`config.mk`:
```
export PLATFORM = sky130hd
export DESIGN_NAME = mlp_engine_flat
export DESIGN_NICKNAME = d
export VERILOG_FILES = /design/src/rtl/mlp_pkg.sv /design/src/rtl/mlp_if.sv /design/src/rtl/mlp_mac.sv /design/src/rtl/mlp_engine.sv /design/src/flat_wrapper.sv
export SDC_FILE = /design/constraint.sdc
export NUM_CORES = 1
export LEC_CHECK = 0
export ABC_AREA = 0
export BUFFER_PORTS_ARGS = -buffer_cell sky130_fd_sc_hd__buf_2
export CORE_ASPECT_RATIO = 0.5
export CORE_MARGIN = 2
export CORE_UTILIZATION = 55
export CTS_BUF_LIST = sky130_fd_sc_hd__clkbuf_8
export DETAILED_ROUTE_END_ITERATION = 10
export PLACE_DENSITY = 0.77
export SKIP_CTS_REPAIR_TIMING = 1
export SYNTH_ARGS = -nofsm -noshare
export SYNTH_HDL_FRONTEND = slang
export SYNTH_SLANG_ARGS = --single-unit
export TNS_END_PERCENT = 5
```
`constraint.sdc`:
```
create_clock -name clk -period 19.9 [get_ports clk]
set_input_delay 5.97 -clock clk [delete_from_list [all_inputs] [get_ports clk]]
set_output_delay 5.97 -clock clk [all_outputs]
set_load 0.01 [all_outputs]
```
`src/rtl/mlp_pkg.sv`:
```
// Shared constants and FSM encoding for the two-layer MLP engine.
package mlp_pkg;

  localparam int N_IN   = 196;
  localparam int N_HID  = 32;
  localparam int N_OUT  = 10;
  localparam int DATA_W = 8;
  localparam int ACC_W  = 24;
  localparam int SHIFT  = 7;

  // Weight ROM layout: hidden rows (weights then bias), then output rows.
  localparam int HID_ROW  = N_IN + 1;
  localparam int OUT_ROW  = N_HID + 1;
  localparam int OUT_BASE = N_HID * HID_ROW;

  typedef enum logic [2:0] {
    IDLE,
    HID_MAC,
    HID_DRAIN,
    HID_WB,
    OUT_MAC,
    OUT_DRAIN,
    OUT_CMP,
    DONE
  } state_t;

endpackage

```
`src/rtl/mlp_if.sv`:
```
// Start/done handshake plus the input-buffer and weight-ROM read ports of the MLP engine.
interface mlp_if #(
    parameter int DATA_W    = 8,
    parameter int IN_ADDR_W = 8,
    parameter int W_ADDR_W  = 13
);
  // mlp_go is a level held by the controller until it sees the one-cycle mlp_done;
  // digit is valid from mlp_done until the next run. Each rd_en strobe returns
  // its data on the matching *_data bus exactly one cycle later.
  logic                        mlp_go;
  logic                        mlp_done;
  logic [3:0]                  digit;
  logic                        in_rd_en;
  logic [IN_ADDR_W-1:0]        in_addr;
  logic signed [DATA_W-1:0]    in_data;
  logic                        w_rd_en;
  logic [W_ADDR_W-1:0]         w_addr;
  logic signed [DATA_W-1:0]    w_data;

  modport master (
    output mlp_go, in_data, w_data,
    input  mlp_done, digit, in_rd_en, in_addr, w_rd_en, w_addr
  );

  modport slave (
    input  mlp_go, in_data, w_data,
    output mlp_done, digit, in_rd_en, in_addr, w_rd_en, w_addr
  );

endinterface

```
`src/rtl/mlp_mac.sv`:
```
// Signed multiply-accumulate; bias_en adds the sign-extended b operand on its own.
module mlp_mac #(
    parameter int DATA_W = 8,
    parameter int ACC_W  = 24
) (
    input  logic                     clk,
    input  logic                     reset,
    input  logic                     clear,
    input  logic                     mul_en,
    input  logic                     bias_en,
    input  logic signed [DATA_W-1:0] a,
    input  logic signed [DATA_W-1:0] b,
    output logic signed [ACC_W-1:0]  acc
);
    import mlp_pkg::*;

    logic signed [2*DATA_W-1:0] prod;

    assign prod = (2*DATA_W)'(a) * (2*DATA_W)'(b);

    always_ff @(posedge clk) begin
        if (reset || clear) begin
            acc <= '0;
        end else if (mul_en) begin
            acc <= acc + ACC_W'(prod);
        end else if (bias_en) begin
            acc <= acc + ACC_W'(b);
        end
    end

endmodule

```
`src/rtl/mlp_engine.sv`:
```
// Two-layer MLP responder: hidden ReLU/requantize layer, output scores, argmax digit.
module mlp_engine #(
    parameter int N_IN      = mlp_pkg::N_IN,
    parameter int N_HID     = mlp_pkg::N_HID,
    parameter int N_OUT     = mlp_pkg::N_OUT,
    parameter int DATA_W    = mlp_pkg::DATA_W,
    parameter int ACC_W     = mlp_pkg::ACC_W,
    parameter int SHIFT     = mlp_pkg::SHIFT,
    parameter int IN_ADDR_W = 8,
    parameter int W_ADDR_W  = 13
) (
    input  logic            clk,
    input  logic            reset,
    mlp_if.slave            bus,
    output mlp_pkg::state_t dbg_state
);
    import mlp_pkg::*;

    localparam int K_MAX = (N_IN > N_HID) ? N_IN : N_HID;
    localparam int K_W   = $clog2(K_MAX + 2);
    localparam int N_MAX = (N_HID > N_OUT) ? N_HID : N_OUT;
    localparam int N_W   = $clog2(N_MAX + 1);
    localparam int HI_W  = (N_HID > 1) ? $clog2(N_HID) : 1;
    localparam logic signed [ACC_W-1:0] HID_MAX = ACC_W'(2 ** (DATA_W - 1) - 1);

    state_t                   state;
    logic [K_W-1:0]           k;
    logic [N_W-1:0]           n;
    logic                     done_q;
    logic [3:0]               digit_q;
    logic                     in_rd_q;
    logic [IN_ADDR_W-1:0]     in_addr_q;
    logic                     w_rd_q;
    logic [W_ADDR_W-1:0]      w_addr_q;
    logic                     bias_word;
    logic                     mul_q;
    logic                     bias_q;
    logic                     armed;
    logic signed [DATA_W-1:0] hid_q;
    logic signed [ACC_W-1:0]  best;
    logic [N_W-1:0]           best_idx;
    logic signed [DATA_W-1:0] hidden [N_HID];

    logic signed [ACC_W-1:0]  acc;
    logic signed [ACC_W-1:0]  shifted;
    logic signed [DATA_W-1:0] hid_new;
    logic signed [DATA_W-1:0] mac_a;
    logic                     take;

    assign shifted = acc >>> SHIFT;

    always_comb begin
        hid_new = shifted[DATA_W-1:0];
        if (shifted[ACC_W-1]) begin
            hid_new = '0;
        end else if (shifted > HID_MAX) begin
            hid_new = HID_MAX[DATA_W-1:0];
        end
    end

    // Strict '>' so a tie keeps the lower class index.
    assign take  = (n == '0) || (acc > best);
    assign mac_a = (state == OUT_MAC || state == OUT_DRAIN) ? hid_q : bus.in_data;

    mlp_mac #(.DATA_W(DATA_W), .ACC_W(ACC_W)) u_mac (
        .clk     (clk),
        .reset   (reset),
        .clear   (state == HID_WB || state == OUT_CMP),
        .mul_en  (mul_q),
        .bias_en (bias_q),
        .a       (mac_a),
        .b       (bus.w_data),
        .acc     (acc)
    );

    assign bus.mlp_done = done_q;
    assign bus.digit    = digit_q;
    assign bus.in_rd_en = in_rd_q;
    assign bus.in_addr  = in_addr_q;
    assign bus.w_rd_en  = w_rd_q;
    assign bus.w_addr   = w_addr_q;
    assign dbg_state    = state;

    // The weight ROM is walked strictly in order, so w_addr simply increments per strobe.
    always_ff @(posedge clk) begin
        if (reset) begin
            state     <= IDLE;
            k         <= '0;
            n         <= '0;
            done_q    <= 1'b0;
            digit_q   <= '0;
            in_rd_q   <= 1'b0;
            in_addr_q <= '0;
            w_rd_q    <= 1'b0;
            w_addr_q  <= '0;
            bias_word <= 1'b0;
            mul_q     <= 1'b0;
            bias_q    <= 1'b0;
            armed     <= 1'b1;
            hid_q     <= '0;
            best      <= '0;
            best_idx  <= '0;
            for (int i = 0; i < N_HID; i++) hidden[i] <= '0;
        end else begin
            mul_q  <= w_rd_q & ~bias_word;
            bias_q <= w_rd_q & bias_word;
            done_q <= 1'b0;
            if (!bus.mlp_go) armed <= 1'b1;

            case (state)
                IDLE: begin
                    if (bus.mlp_go && armed) begin
                        armed     <= 1'b0;
                        state     <= HID_MAC;
                        k         <= '0;
                        n         <= '0;
                        w_rd_q    <= 1'b1;
                        w_addr_q  <= '0;
                        in_rd_q   <= 1'b1;
                        in_addr_q <= '0;
                        bias_word <= 1'b0;
                    end
                end
                HID_MAC: begin
                    if (k == K_W'(N_IN)) begin
                        state     <= HID_DRAIN;
                        w_rd_q    <= 1'b0;
                        in_rd_q   <= 1'b0;
                        bias_word <= 1'b0;
                    end else begin
                        k         <= k + K_W'(1);
                        w_addr_q  <= w_addr_q + W_ADDR_W'(1);
                        in_rd_q   <= (k + K_W'(1) != K_W'(N_IN));
                        bias_word <= (k + K_W'(1) == K_W'(N_IN));
                        if (k + K_W'(1) != K_W'(N_IN)) in_addr_q <= IN_ADDR_W'(k + K_W'(1));
                    end
                end
                HID_DRAIN: state <= HID_WB;
                HID_WB: begin
                    hidden[n[HI_W-1:0]] <= hid_new;
                    k         <= '0;
                    w_rd_q    <= 1'b1;
                    w_addr_q  <= w_addr_q + W_ADDR_W'(1);
                    bias_word <= 1'b0;
                    if (n == N_W'(N_HID - 1)) begin
                        state <= OUT_MAC;
                        n     <= '0;
                    end else begin
                        state     <= HID_MAC;
                        n         <= n + N_W'(1);
                        in_rd_q   <= 1'b1;
                        in_addr_q <= '0;
                    end
                end
                OUT_MAC: begin
                    hid_q <= (k < K_W'(N_HID)) ? hidden[k[HI_W-1:0]] : '0;
                    if (k == K_W'(N_HID)) begin
                        state     <= OUT_DRAIN;
                        w_rd_q    <= 1'b0;
                        bias_word <= 1'b0;
                    end else begin
                        k         <= k + K_W'(1);
                        w_addr_q  <= w_addr_q + W_ADDR_W'(1);
                        bias_word <= (k + K_W'(1) == K_W'(N_HID));
                    end
                end
                OUT_DRAIN: state <= OUT_CMP;
                OUT_CMP: begin
                    if (take) begin
                        best     <= acc;
                        best_idx <= n;
                    end
                    if (n == N_W'(N_OUT - 1)) begin
                        state   <= DONE;
                        done_q  <= 1'b1;
                        digit_q <= take ? 4'(n) : 4'(best_idx);
                    end else begin
                        state     <= OUT_MAC;
                        n         <= n + N_W'(1);
                        k         <= '0;
                        w_rd_q    <= 1'b1;
                        w_addr_q  <= w_addr_q + W_ADDR_W'(1);
                        bias_word <= 1'b0;
                    end
                end
                DONE: state <= IDLE;
                default: state <= IDLE;
            endcase
        end
    end

endmodule

```
`src/flat_wrapper.sv`:
```
// flat-port wrapper written by rule: the top's interface ports become plain ports
module mlp_engine_flat import mlp_pkg::*;
#(
    parameter int N_IN      = mlp_pkg::N_IN,
    parameter int N_HID     = mlp_pkg::N_HID,
    parameter int N_OUT     = mlp_pkg::N_OUT,
    parameter int DATA_W    = mlp_pkg::DATA_W,
    parameter int ACC_W     = mlp_pkg::ACC_W,
    parameter int SHIFT     = mlp_pkg::SHIFT,
    parameter int IN_ADDR_W = 8,
    parameter int W_ADDR_W  = 13
)
  (clk, reset, dbg_state, bus_mlp_go, bus_in_data, bus_w_data, bus_mlp_done, bus_digit, bus_in_rd_en, bus_in_addr, bus_w_rd_en, bus_w_addr);
  mlp_if #(.DATA_W(DATA_W), .IN_ADDR_W(IN_ADDR_W), .W_ADDR_W(W_ADDR_W)) bus_i ();
  input  logic clk;
  input  logic reset;
  output mlp_pkg::state_t dbg_state;
  input wire logic [$bits(bus_i.mlp_go)-1:0] bus_mlp_go;
  input wire logic [$bits(bus_i.in_data)-1:0] bus_in_data;
  input wire logic [$bits(bus_i.w_data)-1:0] bus_w_data;
  output wire logic [$bits(bus_i.mlp_done)-1:0] bus_mlp_done;
  output wire logic [$bits(bus_i.digit)-1:0] bus_digit;
  output wire logic [$bits(bus_i.in_rd_en)-1:0] bus_in_rd_en;
  output wire logic [$bits(bus_i.in_addr)-1:0] bus_in_addr;
  output wire logic [$bits(bus_i.w_rd_en)-1:0] bus_w_rd_en;
  output wire logic [$bits(bus_i.w_addr)-1:0] bus_w_addr;
  assign bus_i.mlp_go = bus_mlp_go;
  assign bus_i.in_data = bus_in_data;
  assign bus_i.w_data = bus_w_data;
  assign bus_mlp_done = bus_i.mlp_done;
  assign bus_digit = bus_i.digit;
  assign bus_in_rd_en = bus_i.in_rd_en;
  assign bus_in_addr = bus_i.in_addr;
  assign bus_w_rd_en = bus_i.w_rd_en;
  assign bus_w_addr = bus_i.w_addr;
  mlp_engine #(.N_IN(N_IN), .N_HID(N_HID), .N_OUT(N_OUT), .DATA_W(DATA_W), .ACC_W(ACC_W), .SHIFT(SHIFT), .IN_ADDR_W(IN_ADDR_W), .W_ADDR_W(W_ADDR_W)) u_core (.clk(clk), .reset(reset), .bus(bus_i), .dbg_state(dbg_state));
endmodule
```
After elaboration in Yosys (flattened, before gate mapping)
Memory sizes are Yosys's and may differ from the RTL's. A register that Yosys moved wholly into a read port is not among the register bits.
Index checks and enable logic that the tools add are counted.

storage, ports and cells
  bits in registers = 109
  latch bits = 0
  RAM bits = 256
  ROM bits = 0
  input port bits = 19
  output and inout bits = 31
  memories kept = 1

memories
  memory         depth  bits a word  read ports  clocked after Yosys merged registers in  write ports  line              source
  u_core.hidden  32     8            1           1                                        32           mlp_engine.sv:42  logic signed [DATA_W-1:0] hidden [N_HID];

cells by class
  add/subtract/negate cells = 5
  multipliers = 1
  divide/modulo/power cells = 0
  $lt $le $gt $ge = 3
  equality and inequality tests = 22
  shift-type cells = 0
  mux-type cells = 58
  bitwise gates (word level) = 4
  reduce and logical (&&, ||, !) cells = 22

operator list
  cell                                                 count
  two-way mux 8 bit                                    12
  one-hot mux 13 bit (5 select lines)                  1
  two-way mux 13 bit                                   4
  two-way mux 24 bit                                   2
  one-hot mux 8 bit (5 select lines)                   1
  adder 24 x 16 -> 24 bit                              1
  adder 24 x 8 -> 24 bit                               1
  > comparator 24 bit                                  1
  one-hot mux 3 bit (8 select lines)                   1
  one-hot mux 8 bit (3 select lines)                   1
  two-way mux 1 bit                                    20
  two-way mux 6 bit                                    3
  one-hot mux 6 bit (3 select lines)                   1
  > comparator 17 x 8 -> 1 bit, second input constant  1
  == test 8 x 6 -> 1 bit, second input constant        2
  == test 8 bit, second input constant                 2
  multiplier 8 x 8 -> 16 bit                           1
  two-way mux 5 bit                                    3
  AND reduction 5 bit                                  3
  adder 13 x 1 -> 13 bit, second input constant        1
  == test 3 bit, second input constant                 4
  two-way mux 3 bit                                    4
  AND reduction 3 bit                                  4
  != test 2 bit, second input constant                 5
  other kinds (25)                                     36

Depth between registers and ports, before layout
Gate-level depths: netlist of the first run.

  word-level depth = 6
  mapped depth = 24
  gate-level depth less buffers = 23

By module
A second synthesis of the first run with hierarchy kept.

second synthesis, totals
  cell total of the unflattened synthesis = 1918
  area, all modules = 21944.8 um2

by module, submodules not included
  module      times used  cells each  area each (um2)  sequential area each (um2)
  mlp_engine  1           1226        15613.7          9489.1
  mlp_mac     1           692         6331.1           480.5

Least setup slack after synthesis of the first run
No wires, ideal clock.

  kind = input to register
  start = in bus_in_data[7]
  end = reg u_core.u_mac.acc[21]
  setup time = 0.071 ns
  arrival time = 11.961 ns
  path slack = 7.868 ns
  stages = 18
  buffers on the path = 0
  cell sequence = mux2i_1 nor2b_1 inv_1 fa_1 inv_1 fa_1 fa_1 fa_1 fa_1 ha_1 o21ai_0 nor3_1 o21ai_0 o21ai_0 a31oi_1 or3_1 and3_1 a21oi_1

between the ends
  longest elaborated chain between the ends = 4

ends and longest elaborated chain
  element                     line                source
  start: declaration          flat_wrapper.sv:19  input wire logic [$bits(bus_i.in_data)-1:0] bus_in_data;
  two-way mux 8 bit           mlp_engine.sv:63    assign mac_a = (state == OUT_MAC || state == OUT_DRAIN) ? hid_q : bus.in_data;
  multiplier 8 x 8 -> 16 bit  mlp_mac.sv:19       assign prod = (2*DATA_W)'(a) * (2*DATA_W)'(b);
  adder 24 x 16 -> 24 bit     mlp_mac.sv:25       acc <= acc + ACC_W'(prod);
  two-way mux 24 bit          mlp_mac.sv:24       end else if (mul_en) begin
  end signal: assignment      mlp_mac.sv:25
  end signal: assignment      mlp_mac.sv:27       acc <= acc + ACC_W'(b);
  end: declaration            mlp_mac.sv:13       output logic signed [ACC_W-1:0] acc

No other way between the ends.
A chain may end at the register's enable or synchronous reset.

Worst setup path in the final report of the first run
  start = in bus_in_data[7]
  end = reg u_core.u_mac.acc[23]

Same word-level chain as after synthesis.

==> results_dict.tcl, run 1 <==
set metrics [dict create \
    setup_viol_count_final 0 \
    critPathLaunchType "input port" \
    outcome "finished clean" \
    die_y_um 144.9 \
    met2_usage 0.3892 \
    crit_path_frequent_cell "fa_1" \
    layout-drive-gt1-share 0.1187 \
    timing.max_cap.violations 0 \
    yosys_register_bits 370 \
    syn_avg_cell_area_sq_um 11.27 \
    cells_taking_the_most_area_after_synthesis "edfxtp_1 35%, dfxtp_1 10%, fa_1 9.6%" \
    worstSetupPathType "input port to register" \
    cp_data_arrival_time_ns 12.00 \
    report.final.slew_viol_count 0 \
    post_drt_via_cell_ratio 5.689 \
    die_width_um 285.7 \
    global_route.peak_usage_layer "met2" \
    grt_use_met1 0.3192 \
    routed_wirelength_um 46710 \
    tritoncts "built" \
    post-route-cell-area_sq_um 23690 \
    fin_crit_ns 11.51 \
    drt_iter0_drc 1208 \
    core_area_sq_um 38990 \
    synth_enable_flop_cells 256 \
    slack_of_the_worst_reg_to_reg_path_ns 12.49 \
    critical_path.max_fanout 8 \
    drtAntennaViolNets 0 \
    clkSinkCount 370 \
    grt_antenna_before_repair 1 \
    placement_rows 51 \
    first_global_vias 14513 \
    grt_remaining_overflow 0 \
    cts-root-buf "clkbuf_8" \
    ir_drop_uv 78.30 \
    post_synth_inst_count 1937 \
    crit-reg2reg-capture "u_core.u_mac.acc[23]$_SDFFE_PP0P_" \
    start_util 0.5598 \
    yosysSeqAreaShare 0.4568 \
    crit_chain "buf_2 > mux2i_1 > nand2b_1 > inv_1 > fa_1 > inv_1 > fa_1 > inv_1 > fa_1 > fa_1 > ha_1 > ha_1 > nor3_1 > o21ai_0 > o21ai_0 > o21ai_0 > a311oi_1 > xnor2_1 > a21oi_1 > o22ai_1" \
    placement.cell_area_sq_um 22670 \
    hold_path_class "register to register" \
    rr_startpoint "u_core.dbg_state[1]$_SDFFE_PP0P_" \
    worstSkewPairLatency_ns 0.61 \
    worst_r2r_path_depth 21 \
    die_area_sq_um 41390 \
    ys_types 70 \
    leading_cell_type_by_number_of_instances_after_synthesis "nor2_1" \
    detailedRoute.firstPassIterationCount 5 \
    static_leak_nw 9.381 \
    netlist.area_leader.share 0.3522 \
    hold_path.startpoint "u_core.bus.in_addr[6]$_SDFFE_PP0P_" \
    ctsHtreeMaxLevel 2 \
    finalClockSkew_ns 0.01766 \
    detail_route.drc_violations 0 \
    layout-area-overhead-vs-synth_pct 8.559 \
    io_buffer_count 49 \
    critPathSlowestCell "mux2i_1" \
    post_route_fraction_of_the_period_consumed_by_the_critical_path 0.5786 \
    critical_path_required_ns 20.39 \
    maximum_number_of_pins_on_one_net_before_global_route_repair 65 \
    ys_dominant_reg_cell "edfxtp_1" \
    report.final.hold_viol_count 0 \
    pin_count 50 \
    globalplace.congestion 0.8837 \
    total_routing_usage_gr 0.2332 \
    critical_path.top_delay_family "adder cells" \
    clock_tree.buffer_depth 3 \
    layout.nets 2236 \
    synth_warnings 0 \
    whs_endpoint "u_core.bus.in_addr[6]$_SDFFE_PP0P_" \
    tightest_slew_ns 1.144 \
    max_freq_mhz 86.85 \
    tritoncts.num_buffers 55 \
    grt_setup_unrepaired "no" \
    fraction_of_registers_with_async_set_reset 0 \
    final_sum_of_negative_setup_slack_ns 0 \
    detail_route.wl_per_cell_um 18.12 \
    path_buf_inv 4 \
    sort_of_element_at_the_end_of_the_critical_path "register" \
    critical_path_cell_count 20 \
    worst_setup_hold_path_clk_slew_ns 0.07 \
    vias_after_detailed_routing 14665 \
    grt_first_pass_wirelength_um 76140 \
    relSlewSlack 0.2365 \
    power.density_nw_per_um2 126.1 \
    min_delay_path_depth 2 \
    global_route.usage.met3 0.03777 \
    dpl.hpwl_um 34220 \
    synth.largest_area_cell "edfxtp_1" \
    worst_path_largest_cell_delay_ns 0.71 \
    synthesis.area_sq_um 21820 \
    synth_common_cells "360 x nor2_1, 256 x edfxtp_1, 151 x inv_1, 114 x dfxtp_1, 109 x ha_1" \
]
==> sequential cells by signal (all words and copies together), names as in the netlist, 3 cells and up, named ones only <==
signal              cells
u_core.hidden         256
u_core.dbg_state        3
u_core.hid_q            8
u_core.best_idx         4
u_core.bus.in_addr      8
u_core.bus.w_addr      13
u_core.n                6
u_core.k                8
u_core.u_mac.acc       24
u_core.bus.digit        4
u_core.best            24
==> cell type report <==
type,instances,area [sq um]
antenna,1,2.502
clock buffer,58,798.3
clock inverter,43,222.7
fill,3042,15300
inverter,151,566.8
multi-input combinational,1359,11090
sequential,370,9975
tap,530,663.1
timing repair buffer,66,375.4
==> stage by stage <==
stage	hold WS [ns]	utilization	total power, W	setup WS (ns)	cells
after floorplan	0.4126	-	0.002020	7.868	1968
final	0.4495	0.6077	0.002987	8.386	2578
after global placement	0.4391	0.5814	0.002359	7.958	2476
after global routing	0.4743	0.6077	0.003224	8.017	2578
after detailed placement	0.4428	0.5814	0.002405	7.860	2476
after CTS	0.4493	0.6076	0.002991	8.500	2577
==> per-layer routing <==
layer | share of wire | vias up | wire length [um]
met5 | 0 | - | 0
li1 | - | 6928 | -
met4 | 0.023 | 0 | 1078
met2 | 0.48 | 471 | 22380
met1 | 0.43 | 7184 | 20100
met3 | 0.067 | 82 | 3148
==> worst max path at each step <==
stage | start | slack (ns) | to
after global routing | bus_in_data[7] | 8.02 | u_core.u_mac.acc[23]$_SDFFE_PP0P_
after CTS | bus_in_data[7] | 8.50 | u_core.u_mac.acc[23]$_SDFFE_PP0P_
final | bus_in_data[7] | 8.39 | u_core.u_mac.acc[23]$_SDFFE_PP0P_
after floorplan | bus_in_data[7] | 7.87 | u_core.u_mac.acc[21]$_SDFFE_PP0P_
after detailed placement | bus_in_data[7] | 7.86 | u_core.u_mac.acc[23]$_SDFFE_PP0P_
after global placement | bus_in_data[7] | 7.96 | u_core.u_mac.acc[23]$_SDFFE_PP0P_
==> kinds of logic (layout without fill, tap and decap cells) <==
kind of cell / count (synthesis) / count (layout) / share of synthesized area
XOR/XNOR: 56 / 56 / 0.02247
multiplexers: 132 / 132 / 0.1067
AO/OA/AOI/OAI: 240 / 240 / 0.06937
adder cells (fa/ha/maj): 214 / 214 / 0.1588
buffers and inverters: 239 / 318 / 0.04265
AND/OR/NAND/NOR: 685 / 685 / 0.1430
other: 1 / 33 / 0.0001718
flip-flops: 370 / 370 / 0.4568
==> layout by cell type (no fill, tap or decap), types with 5 or more instances in the layout <==
cell type	netlist	layout
ha_1	109	109
clkinv_2	0	5
xor2_1	24	24
xnor2_1	32	32
a311oi_1	8	7
nand4_1	11	11
dfxtp_1	114	112
nor2_1	360	359
and3_1	13	13
nand3_1	30	30
clkinv_1	0	9
mux2i_1	46	46
nor3b_1	5	5
o21ai_0	37	37
o21bai_2	0	7
nor3_1	26	26
buf_2	12	48
o211ai_1	7	7
nand2_1	104	104
a21o_1	12	12
o21a_1	5	5
buf_4	3	18
or3_1	9	9
fa_1	105	105
nor2b_1	24	23
a211oi_1	20	20
nor4_1	6	6
and2_1	28	28
nand2b_1	43	43
clkbuf_8	0	58
edfxtp_1	256	256
inv_1	151	175
a21oi_1	98	98
conb_1	1	32
nand3b_1	5	5
mux2_2	6	6
a31oi_1	6	6
mux4_2	80	80
==> where the power goes <==
group,switching (W),leakage (nW),internal (W)
Combinational,0.000918,5.26,0.000577
Sequential,0.0000547,3.52,0.000861
Clock,0.000291,0.610,0.000284
Total,0.00126,9.38,0.00172
==> worst min-delay path, delay by kind of cell, from the launching register on <==
kind | cells | cell delay [ns]
and+or+nand+nor | 1 | 0.05
DFF | 1 | 0.30
AOI/OAI and AO/OA | 1 | 0.05
Power figures use the tool's default switching activity.
==> run 2: changes to the inputs <==
--- a/config.mk
+++ b/config.mk
@@ -5,7 +5,7 @@
 export SDC_FILE = /design/constraint.sdc
 export NUM_CORES = 1
 export LEC_CHECK = 0
-export ABC_AREA = 0
+export ABC_AREA = 1
 export BUFFER_PORTS_ARGS = -buffer_cell sky130_fd_sc_hd__buf_2
 export CORE_ASPECT_RATIO = 0.5
 export CORE_MARGIN = 2
==> constraint.sdc (replaced) <==
create_clock -name clk -period 11.95 [get_ports clk]
set_input_delay 3.585 -clock clk [delete_from_list [all_inputs] [get_ports clk]]
set_output_delay 3.585 -clock clk [all_outputs]
set_load 0.01 [all_outputs]
==> results_dict.tcl, run 2 <==
set metrics [dict create \
    setup_viol_count_final 0 \
    synth_warnings 0 \
    synth_enable_flop_cells 256 \
    relSlewSlack 0.1664 \
    post_route_fraction_of_the_period_consumed_by_the_critical_path 0.7341 \
    first_global_vias 17162 \
    cells_taking_the_most_area_after_synthesis "edfxtp_1 34%, dfxtp_1 10%, fa_1 9.4%" \
    routed_wirelength_um 56450 \
    layout.nets 2769 \
    globalplace.congestion 0.9489 \
    power.density_nw_per_um2 213.9 \
    pre_cts_ws_ns 2.606 \
    critical_path_required_ns 12.47 \
    detail_route.drc_violations 0 \
    ir_drop_uv 221.9 \
    finalClockSkew_ns 0.03723 \
    static_leak_nw 10.14 \
    timing.max_cap.violations 0 \
    synthesis.area_sq_um 22470 \
    yosysSeqAreaShare 0.4438 \
    fillers 3437 \
    report.final.hold_viol_count 0 \
    drtAntennaViolNets 0 \
    tritoncts "built" \
    grt_remaining_overflow 0 \
    worstSetupPathType "input port to register" \
    grt_antenna_before_repair 0 \
    cp_data_arrival_time_ns 9.29 \
    sort_of_element_at_the_end_of_the_critical_path "register" \
    layout-drive-gt1-share 0.07609 \
    ctsHtreeMaxLevel 2 \
    hold_path.startpoint "u_core.bias_word$_SDFFE_PP0P_" \
    slack_of_the_worst_reg_to_reg_path_ns 4.91 \
    io_buffer_count 49 \
    crit_path_frequent_cell "nand2_1" \
    top_regs "u_core.hidden x256, u_core.best x24, u_core.u_mac.acc x24" \
    leading_cell_type_by_number_of_instances_after_synthesis "nor2_1" \
    drt_iter0_drc 1813 \
    tritoncts.num_buffers 53 \
    synth_common_cells "487 x nor2_1, 348 x nand2_1, 257 x inv_1, 256 x edfxtp_1, 135 x o21ai_0" \
    final_sum_of_negative_setup_slack_ns 0 \
    grt_setup_unrepaired "no" \
    critPathLaunchType "input port" \
    pin_count 50 \
    detailedRoute.firstPassIterationCount 5 \
    tightest_slew_ns 1.246 \
    setup_ws_ns 3.177 \
    clock_tree.buffer_depth 3 \
    fin_crit_ns 8.773 \
    detail_route.wl_per_cell_um 18.12 \
    post_drt_via_cell_ratio 5.725 \
    worst_setup_hold_path_clk_slew_ns 0.07 \
    min_delay_path_depth 1 \
    rr_startpoint "u_core.dbg_state[1]$_SDFFE_PP0P_" \
    syn_avg_cell_area_sq_um 9.041 \
    synth.largest_area_cell "edfxtp_1" \
    outcome "finished clean" \
    hold-worst-slack_ns 0.4350 \
    yosys_register_bits 370 \
    most_common_cell_after_layout_fill_and_taps_aside "nor2_1" \
    clkSinkCount 370 \
    fraction_of_registers_with_async_set_reset 0 \
    layout-area-overhead-vs-synth_pct 7.657 \
    max_freq_mhz 114.0 \
    die_y_um 146.9 \
    post_synth_inst_count 2485 \
    hold_path_class "register to register" \
    maximum_number_of_pins_on_one_net_before_global_route_repair 129 \
    worst_r2r_path_depth 30 \
    report.final.slew_viol_count 0 \
    vias_after_detailed_routing 17839 \
    core_area_sq_um 40340 \
    startpoint "bus_in_data[7]" \
    worst_path_largest_cell_delay_ns 0.58 \
    number_of_flip_flops_in_the_largest_register 256 \
    dpl.hpwl_um 40070 \
    grt_first_pass_wirelength_um 89730 \
    ys_dominant_reg_cell "edfxtp_1" \
    largest-register "u_core.hidden" \
    start_util 0.5569 \
    critical_path.max_fanout 17 \
    ys_types 57 \
    critPathSlowestCell "fa_1" \
    layout.cells.most_common_list "485 x nor2_1, 348 x nand2_1, 277 x inv_1" \
    cts-root-buf "clkbuf_8" \
    die_area_sq_um 42580 \
    total_routing_usage_gr 0.2640 \
    num_antenna_cells 0 \
    netlist.area_leader.share 0.3422 \
    worstSkewPairLatency_ns 0.65 \
    placement_rows 52 \
    die_width_um 289.8 \
]
[run 2: cell count changes in the layout (fill, tap and decap cells not counted), sizes merged, moves of 80 or more]
cell	delta
o21ai	+138
mux4	-80
nor2	+131
nand2	+253
inv	+116
nand3	+87
[run 2: worst paths after layout]
path | endpoint
worst max register to register | u_core.u_mac.acc[20]$_SDFFE_PP0P_
worst min-delay path | u_core.mul_q$_SDFF_PP0_
worst max-delay path | u_core.u_mac.acc[20]$_SDFFE_PP0P_
worst min register to register | u_core.mul_q$_SDFF_PP0_
[run 2: cell type report]
| type | instances | area (sq um) | share of cell area |
|---|---|---|---|
| multi-input cells | 1777 | 11180 | 0.4622 |
| flip-flops and latches | 370 | 9977 | 0.4125 |
| inverters | 271 | 1022 | 0.04226 |
| clock buffers | 58 | 798.3 | 0.03300 |
| well taps | 540 | 675.6 | 0.02793 |
| repair buffers | 63 | 350.3 | 0.01448 |
| clock inverters | 37 | 183.9 | 0.007604 |
[run 2: per-stage QoR]
stage	power, W	cell area, sq um	util	std cells
finish	0.005173	24190	0.5996	3116
global route	0.005558	24190	0.5996	3116
detailed placement	0.004195	23200	0.5752	3021
CTS	0.005154	24190	0.5996	3116
global placement	0.004155	23200	0.5752	3021
floorplan	0.003477	22580	-	2516
[run 2: cells by family after synthesis]
| kind of cell | share of synthesized area |
|---|---|
| AO/OA/AOI/OAI | 0.1126 |
| XOR/XNOR | 0.008966 |
| adder cells (fa/ha/maj) | 0.1543 |
| buffers and inverters | 0.06521 |
| flip-flops | 0.4438 |
| multiplexers | 0.02629 |
| other | 0.0001669 |
| AND/OR/NAND/NOR | 0.1888 |
[run 2: worst max-delay path: cells and delay by family]
kind	cells	cell delay (ns)
AO/OA/AOI/OAI	2	0.81
adder cells (fa/ha/maj)	6	2.87
buffers and inverters	7	0.93
AND/OR/NAND/NOR	12	1.06
[run 2: power breakdown]
group | switching [W] | leakage (nW) | internal (W)
Clock | 0.000501 | 0.576 | 0.000451
Combinational | 0.00179 | 6.02 | 0.000863
Sequential | 0.000131 | 3.55 | 0.00144
Total | 0.00242 | 10.1 | 0.00275
[run 2: per-layer routing]
metal,vias up,share of wire,track usage
met5,-,0,0
met4,0,0.029,0.08932
met3,121,0.086,0.04750
met2,750,0.46,0.4285
met1,8505,0.43,0.3617
li1,8463,-,-
